==> src/rtl/prog_loader_pkg.sv <==
// Shared constants for the boot loader: FSM encoding and header field layout.
package loader_pkg;

    localparam logic [2:0] S_IDLE   = 3'd0;
    localparam logic [2:0] S_CLEAR  = 3'd1;
    localparam logic [2:0] S_LOAD_I = 3'd2;
    localparam logic [2:0] S_LOAD_D = 3'd3;
    localparam logic [2:0] S_DONE   = 3'd4;
    localparam logic [2:0] S_RUN    = 3'd5;
    localparam logic [2:0] S_ERR    = 3'd6;

    localparam int NI_HI = 31;
    localparam int NI_LO = 16;
    localparam int ND_HI = 15;
    localparam int ND_LO = 0;

endpackage

==> src/rtl/prog_loader.sv <==
// Hardware boot loader: clears IMEM/DMEM, streams in instruction and data images,
// then holds the CPU start line high.
module prog_loader
    import loader_pkg::*;
#(
    parameter int IMEM_DEPTH = 256,
    parameter int DMEM_BYTES = 32,
    parameter int IA_W       = 8,
    parameter int DA_W       = 5
) (
    input  logic            clk_i,
    input  logic            rst_i,
    input  logic            in_valid_i,
    input  logic [31:0]     in_data_i,
    output logic            in_ready_o,
    output logic            imem_we_o,
    output logic [IA_W-1:0] imem_addr_o,
    output logic [31:0]     imem_data_o,
    output logic            dmem_we_o,
    output logic [DA_W-1:0] dmem_addr_o,
    output logic [31:0]     dmem_data_o,
    output logic            start_o,
    output logic            busy_o,
    output logic            error_o
);

    localparam int DWORDS = DMEM_BYTES / 4;
    // One extra bit so a count of IMEM_DEPTH is representable without wrap.
    localparam int CW = IA_W + 1;
    localparam logic [15:0]   NI_MAX   = 16'(IMEM_DEPTH);
    localparam logic [15:0]   ND_MAX   = 16'(DWORDS);
    localparam logic [CW-1:0] CLR_LAST = CW'(IMEM_DEPTH - 1);

    logic [2:0]      state_q, state_d;
    logic [CW-1:0]   cnt_q, cnt_d, ni_q, ni_d, nd_q, nd_d;
    logic            ready_q, ready_d;
    logic            imem_we_q, imem_we_d, dmem_we_q, dmem_we_d;
    logic [IA_W-1:0] imem_addr_q, imem_addr_d;
    logic [DA_W-1:0] dmem_addr_q, dmem_addr_d;
    logic [31:0]     imem_data_q, imem_data_d, dmem_data_q, dmem_data_d;
    logic            start_q, start_d, busy_q, busy_d, error_q, error_d;

    logic [15:0]     hdr_ni, hdr_nd;
    logic            xfer;
    logic [CW-1:0]   cnt_inc;
    logic [DA_W-1:0] cnt_baddr;

    assign hdr_ni    = in_data_i[NI_HI:NI_LO];
    assign hdr_nd    = in_data_i[ND_HI:ND_LO];
    assign xfer      = in_valid_i & ready_q;
    assign cnt_inc   = cnt_q + CW'(1);
    assign cnt_baddr = {cnt_q[DA_W-3:0], 2'b00};

    always_comb begin
        state_d     = state_q;
        cnt_d       = cnt_q;
        ni_d        = ni_q;
        nd_d        = nd_q;
        imem_we_d   = 1'b0;
        imem_addr_d = imem_addr_q;
        imem_data_d = imem_data_q;
        dmem_we_d   = 1'b0;
        dmem_addr_d = dmem_addr_q;
        dmem_data_d = dmem_data_q;
        start_d     = start_q;
        busy_d      = busy_q;
        error_d     = error_q;
        case (state_q)
            S_IDLE: if (xfer) begin
                if (hdr_ni > NI_MAX || hdr_nd > ND_MAX) begin
                    state_d = S_ERR;
                    error_d = 1'b1;
                end else begin
                    ni_d    = CW'(hdr_ni);
                    nd_d    = CW'(hdr_nd);
                    cnt_d   = '0;
                    busy_d  = 1'b1;
                    state_d = S_CLEAR;
                end
            end
            S_CLEAR: begin
                imem_we_d   = 1'b1;
                imem_addr_d = cnt_q[IA_W-1:0];
                imem_data_d = '0;
                if (cnt_q < CW'(DWORDS)) begin
                    dmem_we_d   = 1'b1;
                    dmem_addr_d = cnt_baddr;
                    dmem_data_d = '0;
                end
                if (cnt_q == CLR_LAST) begin
                    cnt_d   = '0;
                    state_d = (ni_q != '0) ? S_LOAD_I :
                              (nd_q != '0) ? S_LOAD_D : S_DONE;
                end else begin
                    cnt_d = cnt_inc;
                end
            end
            S_LOAD_I: if (xfer) begin
                imem_we_d   = 1'b1;
                imem_addr_d = cnt_q[IA_W-1:0];
                imem_data_d = in_data_i;
                if (cnt_inc == ni_q) begin
                    cnt_d   = '0;
                    state_d = (nd_q != '0) ? S_LOAD_D : S_DONE;
                end else begin
                    cnt_d = cnt_inc;
                end
            end
            S_LOAD_D: if (xfer) begin
                dmem_we_d   = 1'b1;
                dmem_addr_d = cnt_baddr;
                dmem_data_d = in_data_i;
                if (cnt_inc == nd_q) begin
                    cnt_d   = '0;
                    state_d = S_DONE;
                end else begin
                    cnt_d = cnt_inc;
                end
            end
            S_DONE: begin
                busy_d  = 1'b0;
                state_d = S_RUN;
            end
            S_RUN:   start_d = 1'b1;
            S_ERR:   ;
            default: state_d = S_IDLE;
        endcase
        ready_d = (state_d == S_IDLE) || (state_d == S_LOAD_I) || (state_d == S_LOAD_D);
    end

    always_ff @(posedge clk_i) begin
        if (rst_i) begin
            state_q     <= S_IDLE;
            cnt_q       <= '0;
            ni_q        <= '0;
            nd_q        <= '0;
            ready_q     <= 1'b0;
            imem_we_q   <= 1'b0;
            imem_addr_q <= '0;
            imem_data_q <= '0;
            dmem_we_q   <= 1'b0;
            dmem_addr_q <= '0;
            dmem_data_q <= '0;
            start_q     <= 1'b0;
            busy_q      <= 1'b0;
            error_q     <= 1'b0;
        end else begin
            state_q     <= state_d;
            cnt_q       <= cnt_d;
            ni_q        <= ni_d;
            nd_q        <= nd_d;
            ready_q     <= ready_d;
            imem_we_q   <= imem_we_d;
            imem_addr_q <= imem_addr_d;
            imem_data_q <= imem_data_d;
            dmem_we_q   <= dmem_we_d;
            dmem_addr_q <= dmem_addr_d;
            dmem_data_q <= dmem_data_d;
            start_q     <= start_d;
            busy_q      <= busy_d;
            error_q     <= error_d;
        end
    end

    assign in_ready_o  = ready_q;
    assign imem_we_o   = imem_we_q;
    assign imem_addr_o = imem_addr_q;
    assign imem_data_o = imem_data_q;
    assign dmem_we_o   = dmem_we_q;
    assign dmem_addr_o = dmem_addr_q;
    assign dmem_data_o = dmem_data_q;
    assign start_o     = start_q;
    assign busy_o      = busy_q;
    assign error_o     = error_q;

endmodule

==> config.mk <==
export PLATFORM = sky130hd
export DESIGN_NAME = prog_loader
export DESIGN_NICKNAME = d
export VERILOG_FILES = /design/src/rtl/prog_loader_pkg.sv /design/src/rtl/prog_loader.sv
export SDC_FILE = /design/constraint.sdc
export NUM_CORES = 1
export LEC_CHECK = 0
export BUFFER_PORTS_ARGS = -buffer_cell sky130_fd_sc_hd__buf_4
export CAP_MARGIN = 10
export CORE_ASPECT_RATIO = 1.5
export CORE_MARGIN = 8
export CORE_UTILIZATION = 53
export DETAILED_ROUTE_END_ITERATION = 8
export GPL_TIMING_DRIVEN = 1
export HOLD_SLACK_MARGIN = 0.06
export PLACE_DENSITY = 0.79
export SYNTH_ARGS = -nofsm -noshare
export SYNTH_HDL_FRONTEND = slang
export SYNTH_SLANG_ARGS = --single-unit
==> constraint.sdc <==
create_clock -name clk_i -period 3.3 [get_ports clk_i]
set_input_delay 0.33 -clock clk_i [delete_from_list [all_inputs] [get_ports clk_i]]
set_output_delay 0.33 -clock clk_i [all_outputs]
set_load 0.05 [all_outputs]
### Word-level counts from Yosys, hierarchy flattened

Cells that the tools add are included.

| cells by class | value |
|---|---|
| add/sub/neg operators | 1 |
| multiply operators | 0 |
| divide/modulo/power cells | 0 |
| order comparisons | 3 |
| equality and inequality tests | 16 |
| shifts and indexed selects | 0 |
| muxes and demuxes | 34 |
| bitwise operators | 2 |
| reductions and logical operators | 18 |

Operators by type and width:

| cell | number |
|---|---|
| $pmux 32 s2 | 2 |
| $mux 32 | 2 |
| $mux 9 | 7 |
| $pmux 9 s4 | 1 |
| $mux 3 | 9 |
| $eq 9x9->1 | 2 |
| $pmux 3 s6 | 1 |
| $reduce_bool 9->1 | 2 |
| $gt 16x4->1 const B | 1 |
| $gt 16x9->1 const B | 1 |
| $pmux 8 s2 | 1 |
| $eq 3x2->1 const B | 4 |
| $reduce_and 3->1 | 4 |
| $mux 5 | 2 |
| $ne 2x2->1 const B | 5 |
| $pmux 5 s2 | 1 |
| $add 9x1->9 const B | 1 |
| $eq 3x3->1 const B | 3 |
| $eq 9x8->1 const B | 1 |
| $lt 9x4->1 const B | 1 |
| $mux 8 | 1 |
| $logic_not 3->1 | 2 |
| $pmux 1 s2 | 3 |
| $reduce_bool 2->1 | 3 |
| 9 further kinds | 14 |

| storage, ports and cells | value |
|---|---|
| flip-flop bits (word level) | 113 |
| bits in latches | 0 |
| memory bits (writable) | 0 |
| ROM bits | 0 |
| input bits | 35 |
| word-level logic and storage cells | 88 |
| memories kept | 0 |

### Depth between registers and ports, before layout

| depth | value |
|---|---|
| depth after elaboration | 8 |
| mapped depth | 13 |
| depth with buffers taken out | 12 |

### Worst setup path after synthesis

Ideal clock, no wire load.

| path | value |
|---|---|
| path kind | register to register |
| start point | register cnt_q[1] |
| end point | register ready_q, in the netlist in_ready_o |
| setup time | 0.125 ns |
| arrival time | 2.657 ns |
| data required time | 3.175 ns |
| path slack | 0.517 ns |
| stages on the path, launching flop included | 13 |
| buffers on the path | 0 |
| clock period less this slack | 2.783 ns |
| path through | dfxtp_1 ha_1 and2_1 nand3_1 inv_1 ha_1 xnor2_1 nor4_1 o2111ai_1 nor4b_1 a211oi_1 nor4_2 a21oi_1 |

| between the ends | value |
|---|---|
| longest elaborated chain between the ends | 8 |
| elaborated cells between the ends (all ways) | 15 |
| those cells by class | add/sub (1); eq/ne (5); mux (6); reduce/logical (3) |

Ends and longest elaborated chain:

| element | RTL line | source |
|---|---|---|
| from (decl) | prog_loader.sv:35 | `logic [CW-1:0] cnt_q, cnt_d, ni_q, ni_d, nd_q, nd_d;` |
| from (signal assigned) | prog_loader.sv:149 | `cnt_q <= cnt_d;` |
| $add 9x1->9 | prog_loader.sv:51 | `assign cnt_inc = cnt_q + CW'(1);` |
| $eq 9x9->1, on equally long branches | prog_loader.sv:113, prog_loader.sv:102 |  |
| $mux 3, on equally long branches | prog_loader.sv:113, prog_loader.sv:102 |  |
| $mux 3, on equally long branches | prog_loader.sv:109, prog_loader.sv:98 |  |
| $pmux 3 s6 (*) | prog_loader.sv:68 | `case (state_q)` |
| $eq 3x2->1 / $logic_not 3->1 (equally long branches) | prog_loader.sv:128 | `ready_d = (state_d == S_IDLE) \|\| (state_d == S_LOAD_I) \|\| (state_d == S_LOAD_D);` |
| $logic_or 1x1->1 | prog_loader.sv:128 |  |
| $logic_or 1x1->1 (*) | prog_loader.sv:128 |  |
| to (signal assigned) | prog_loader.sv:152 | `ready_q <= ready_d;` |
| to (decl) | prog_loader.sv:36 | `logic ready_q, ready_d;` |

Every way passes the cells marked *; elsewhere a longest branch is shown, timed or not.
A chain may end at the register's enable or synchronous reset.

### Worst setup path after layout

| path | value |
|---|---|
| start point | register cnt_q[1] |
| end point | register cnt_q[5] |

| between the ends | value |
|---|---|
| longest elaborated chain between the ends | 5 |
| elaborated cells between the ends (all ways) | 10 |
| those cells by class | add/sub (1); eq/ne (3); mux (6) |

Ends and longest elaborated chain:

| element | RTL line |
|---|---|
| $add 9x1->9 | prog_loader.sv:51 |
| $eq 9x9->1, on equally long branches | prog_loader.sv:113, prog_loader.sv:102 |
| $mux 9, on equally long branches | prog_loader.sv:113, prog_loader.sv:102 |
| $mux 9, on equally long branches | prog_loader.sv:109, prog_loader.sv:98 |
| $pmux 9 s4 (*) | prog_loader.sv:68 |

Every way passes the cells marked *; elsewhere a longest branch is shown, timed or not. The select of a mux whose other input is x is not followed.

==> results.json <==
{
  "outcome": "finished clean",
  "slowest_stage": "nor4_2",
  "worstMarginPinSlew_ps": 1149,
  "dp.cells": 705,
  "initial_core_util": 0.5432,
  "synth_cell_types": 65,
  "grt_setup_unrepaired": "false",
  "syn_inst": 504,
  "synthesis.area_um2": 4796,
  "grt_antenna_before_repair": 0,
  "p_leak_uw": 0.002555,
  "grt_pass1_wl_mm": 22.85,
  "drive_gt1_frac": 0.2696,
  "yosysWarnings": 0,
  "fmax_mhz": 326.7,
  "grt_pass1_vias": 4383,
  "drc_errors": 0,
  "min-delay-start": "in_data_i[7]",
  "numCtsBuffers": 9,
  "firstDrtPassIters": 4,
  "syn_area_per_cell_um2": 9.516,
  "hold_path.class": "in -> reg",
  "clk_latency_ps": 340,
  "max_cap_viol_count": 0,
  "clk_pin_slew_ps": 70,
  "cp_max_fo": 9,
  "drtIter0Drc": 275,
  "slew_violations": 0,
  "dp.final_hpwl_mm": 10.45,
  "finalNonFillerCells": 722,
  "clkSinkCount": 111,
  "critPathTopFamily": "simple AND/OR/NAND/NOR gates",
  "routedWlPerCell_um": 19.68,
  "critPathRequiredTime_ps": 3510,
  "die-area_um2": 12410,
  "postRouteWirelength_mm": 14.21,
  "syn_to_final_growth_pct": 26.56,
  "portBuffers": 115,
  "critPathLaunchType": "flop",
  "min_period_over_period": 0.9275,
  "fin_worst_skew_ps": 4.650,
  "nNetsFinal": 645,
  "slew_headroom": 0.2281,
  "finalSetupViolCount": 0,
  "vias": 4276,
  "core_area_um2": 8828,
  "ios": 118,
  "r2r_start": "cnt_q[1]",
  "worstSetupEndpointType": "flop",
  "fin_crit_ps": 3061,
  "die_h_um": 132.5,
  "cp_slowest_stage_delay_ps": 370,
  "grt_max_degree": 60,
  "cts_buffer_depth": 2,
  "power.density_nw_per_um2": 489.3,
  "cp_num_buf_inv": 1,
  "cts-htree-levels": 3,
  "cp_cell_sequence": "ha_1 -> and2_1 -> nand3_1 -> inv_1 -> ha_1 -> xnor2_1 -> nor4_2 -> o21ai_0 -> nor4_1 -> o22ai_2 -> o21ai_0 -> o211ai_1",
  "synth_seq_cells": 111,
  "synth_edf_count": 0,
  "num_antenna_cells": 0,
  "overflow": 0,
  "grt_use_total": 0.2275,
  "finalPower_uw": 2970,
  "tritoncts": "built",
  "fin_tns_setup_ps": 0,
  "ir_drop_uv": 341.9,
  "synth_ff_type": "dfxtp_1",
  "ant_nets": 0,
  "synthArstFlopShare": 0,
  "critPathArrivalTime_ps": 3270,
  "hold_viol": 0,
  "die_w_um": 93.67,
  "cts_root_buf": "clkbuf_16",
  "rows": 42,
  "finish.utilization": 0.6875,
  "vias_per_cell": 5.922,
  "nFillCells": 721,
  "gp_congestion": 0.9162,
  "worstSetupPathType": "reg -> reg",
  "cp-startpoint": "cnt_q[1]",
  "yosysSeqAreaShare": 0.4633
}
==> through the flow <==
stage               hold slack, ps  worst slack (ps)  instance area (um2)
detailed placement           459.0             114.2                 5731
finish                       219.6             239.1                 6070
global route                 213.3             28.43                 6070
floorplan                    455.7             517.5                 4800
CTS                          209.9             97.33                 6030
global placement             456.2             274.5                 5731
==> state kept, by name (all words and copies together) (netlist names), 3 cells and up <==
name,count
cnt_q,9
dmem_addr_o,3
dmem_data_o,32
imem_addr_o,8
imem_data_o,32
nd_q,9
ni_q,9
state_q,3
==> cell usage after synthesis (all sizes together), types with 9 or more instances <==
library cell / n / share of area
a22o: 32 / 0.058
a22oi: 33 / 0.052
and2: 9 / 0.012
buf: 17 / 0.025
clkbuf: 23 / 0.018
dfxtp: 111 / 0.46
mux2i: 25 / 0.052
nand2: 27 / 0.021
nand3: 11 / 0.014
nor2: 80 / 0.065
nor4: 15 / 0.021
o21ai: 13 / 0.014
xnor2: 10 / 0.018
==> area by class of cell <==
cell class | instances | area (um2) | share of cell area
well taps | 110 | 137.6 | 0.02268
clock inverters | 4 | 52.55 | 0.008658
inverters | 4 | 15.01 | 0.002474
flip-flops and latches | 111 | 2222 | 0.3661
clock buffers | 12 | 246.5 | 0.04061
multi-input cells | 350 | 2392 | 0.3941
repair buffers | 131 | 1003 | 0.1653
==> routing by layer <==
metal	track usage	routed length, um	vias up
met2	0.4158	7655	155
met1	0.2420	5203	2074
met4	0.08326	337	0
met3	0.05436	1013	25
li1	-	-	2022
met5	0	0	-
==> cell usage in the layout, fill, tap and decap left out, types with 3 or more instances in the layout <==
cell type and n:
a21oi_1 8, buf_4 130, dfxtp_1 111, nand3_1 9, inv_1 4, nor4_1 13, xnor2_1 10, and2_1 9
o22ai_1 4, mux2i_1 25, a22oi_1 33, o21ai_0 10, nand4_1 3, and3_1 7, nor2_1 77, nand2b_1 4
nand3b_1 3, xor2_1 4, clkbuf_16 9, a22o_1 32, nand2_1 27, o211ai_1 6, nor3_1 7, o21ai_1 3
a211oi_1 3, nor2b_1 5, ha_1 3
==> path summary, 6_finish.rpt <==
kind                         end  slack [ps]  cells after the start
hold / removal    imem_data_o[7]         220                      2
hold reg to reg          start_o         470                      2
setup reg to reg        cnt_q[5]         240                     12
setup / recovery        cnt_q[5]         240                     12
==> cells by family after synthesis <==
family	after synthesis	synth area share
AOI/OAI and AO/OA	122	0.2019
xor gates and xnor gates	18	0.04357
adders and majority gates	3	0.007828
buffers and inverters	44	0.04591
DFF	111	0.4633
muxes	26	0.05453
other	1	0.0007819
and+or+nand+nor	179	0.1821
==> where the power goes <==
| part | switching [uW] | internal [uW] | leakage [uW] |
|---|---|---|---|
| combinational | 305 | 162 | 0.00151 |
| sequential | 37.4 | 1370 | 0.000895 |
| clock | 481 | 614 | 0.000147 |
| total | 824 | 2150 | 0.00255 |
==> repair_timing <==
item	CTS	global route
setup buffers	0	0
hold buffers	0	0
resized for setup	0	2
setup endpoints to repair	0	6
Power figures use the tool's default switching activity.
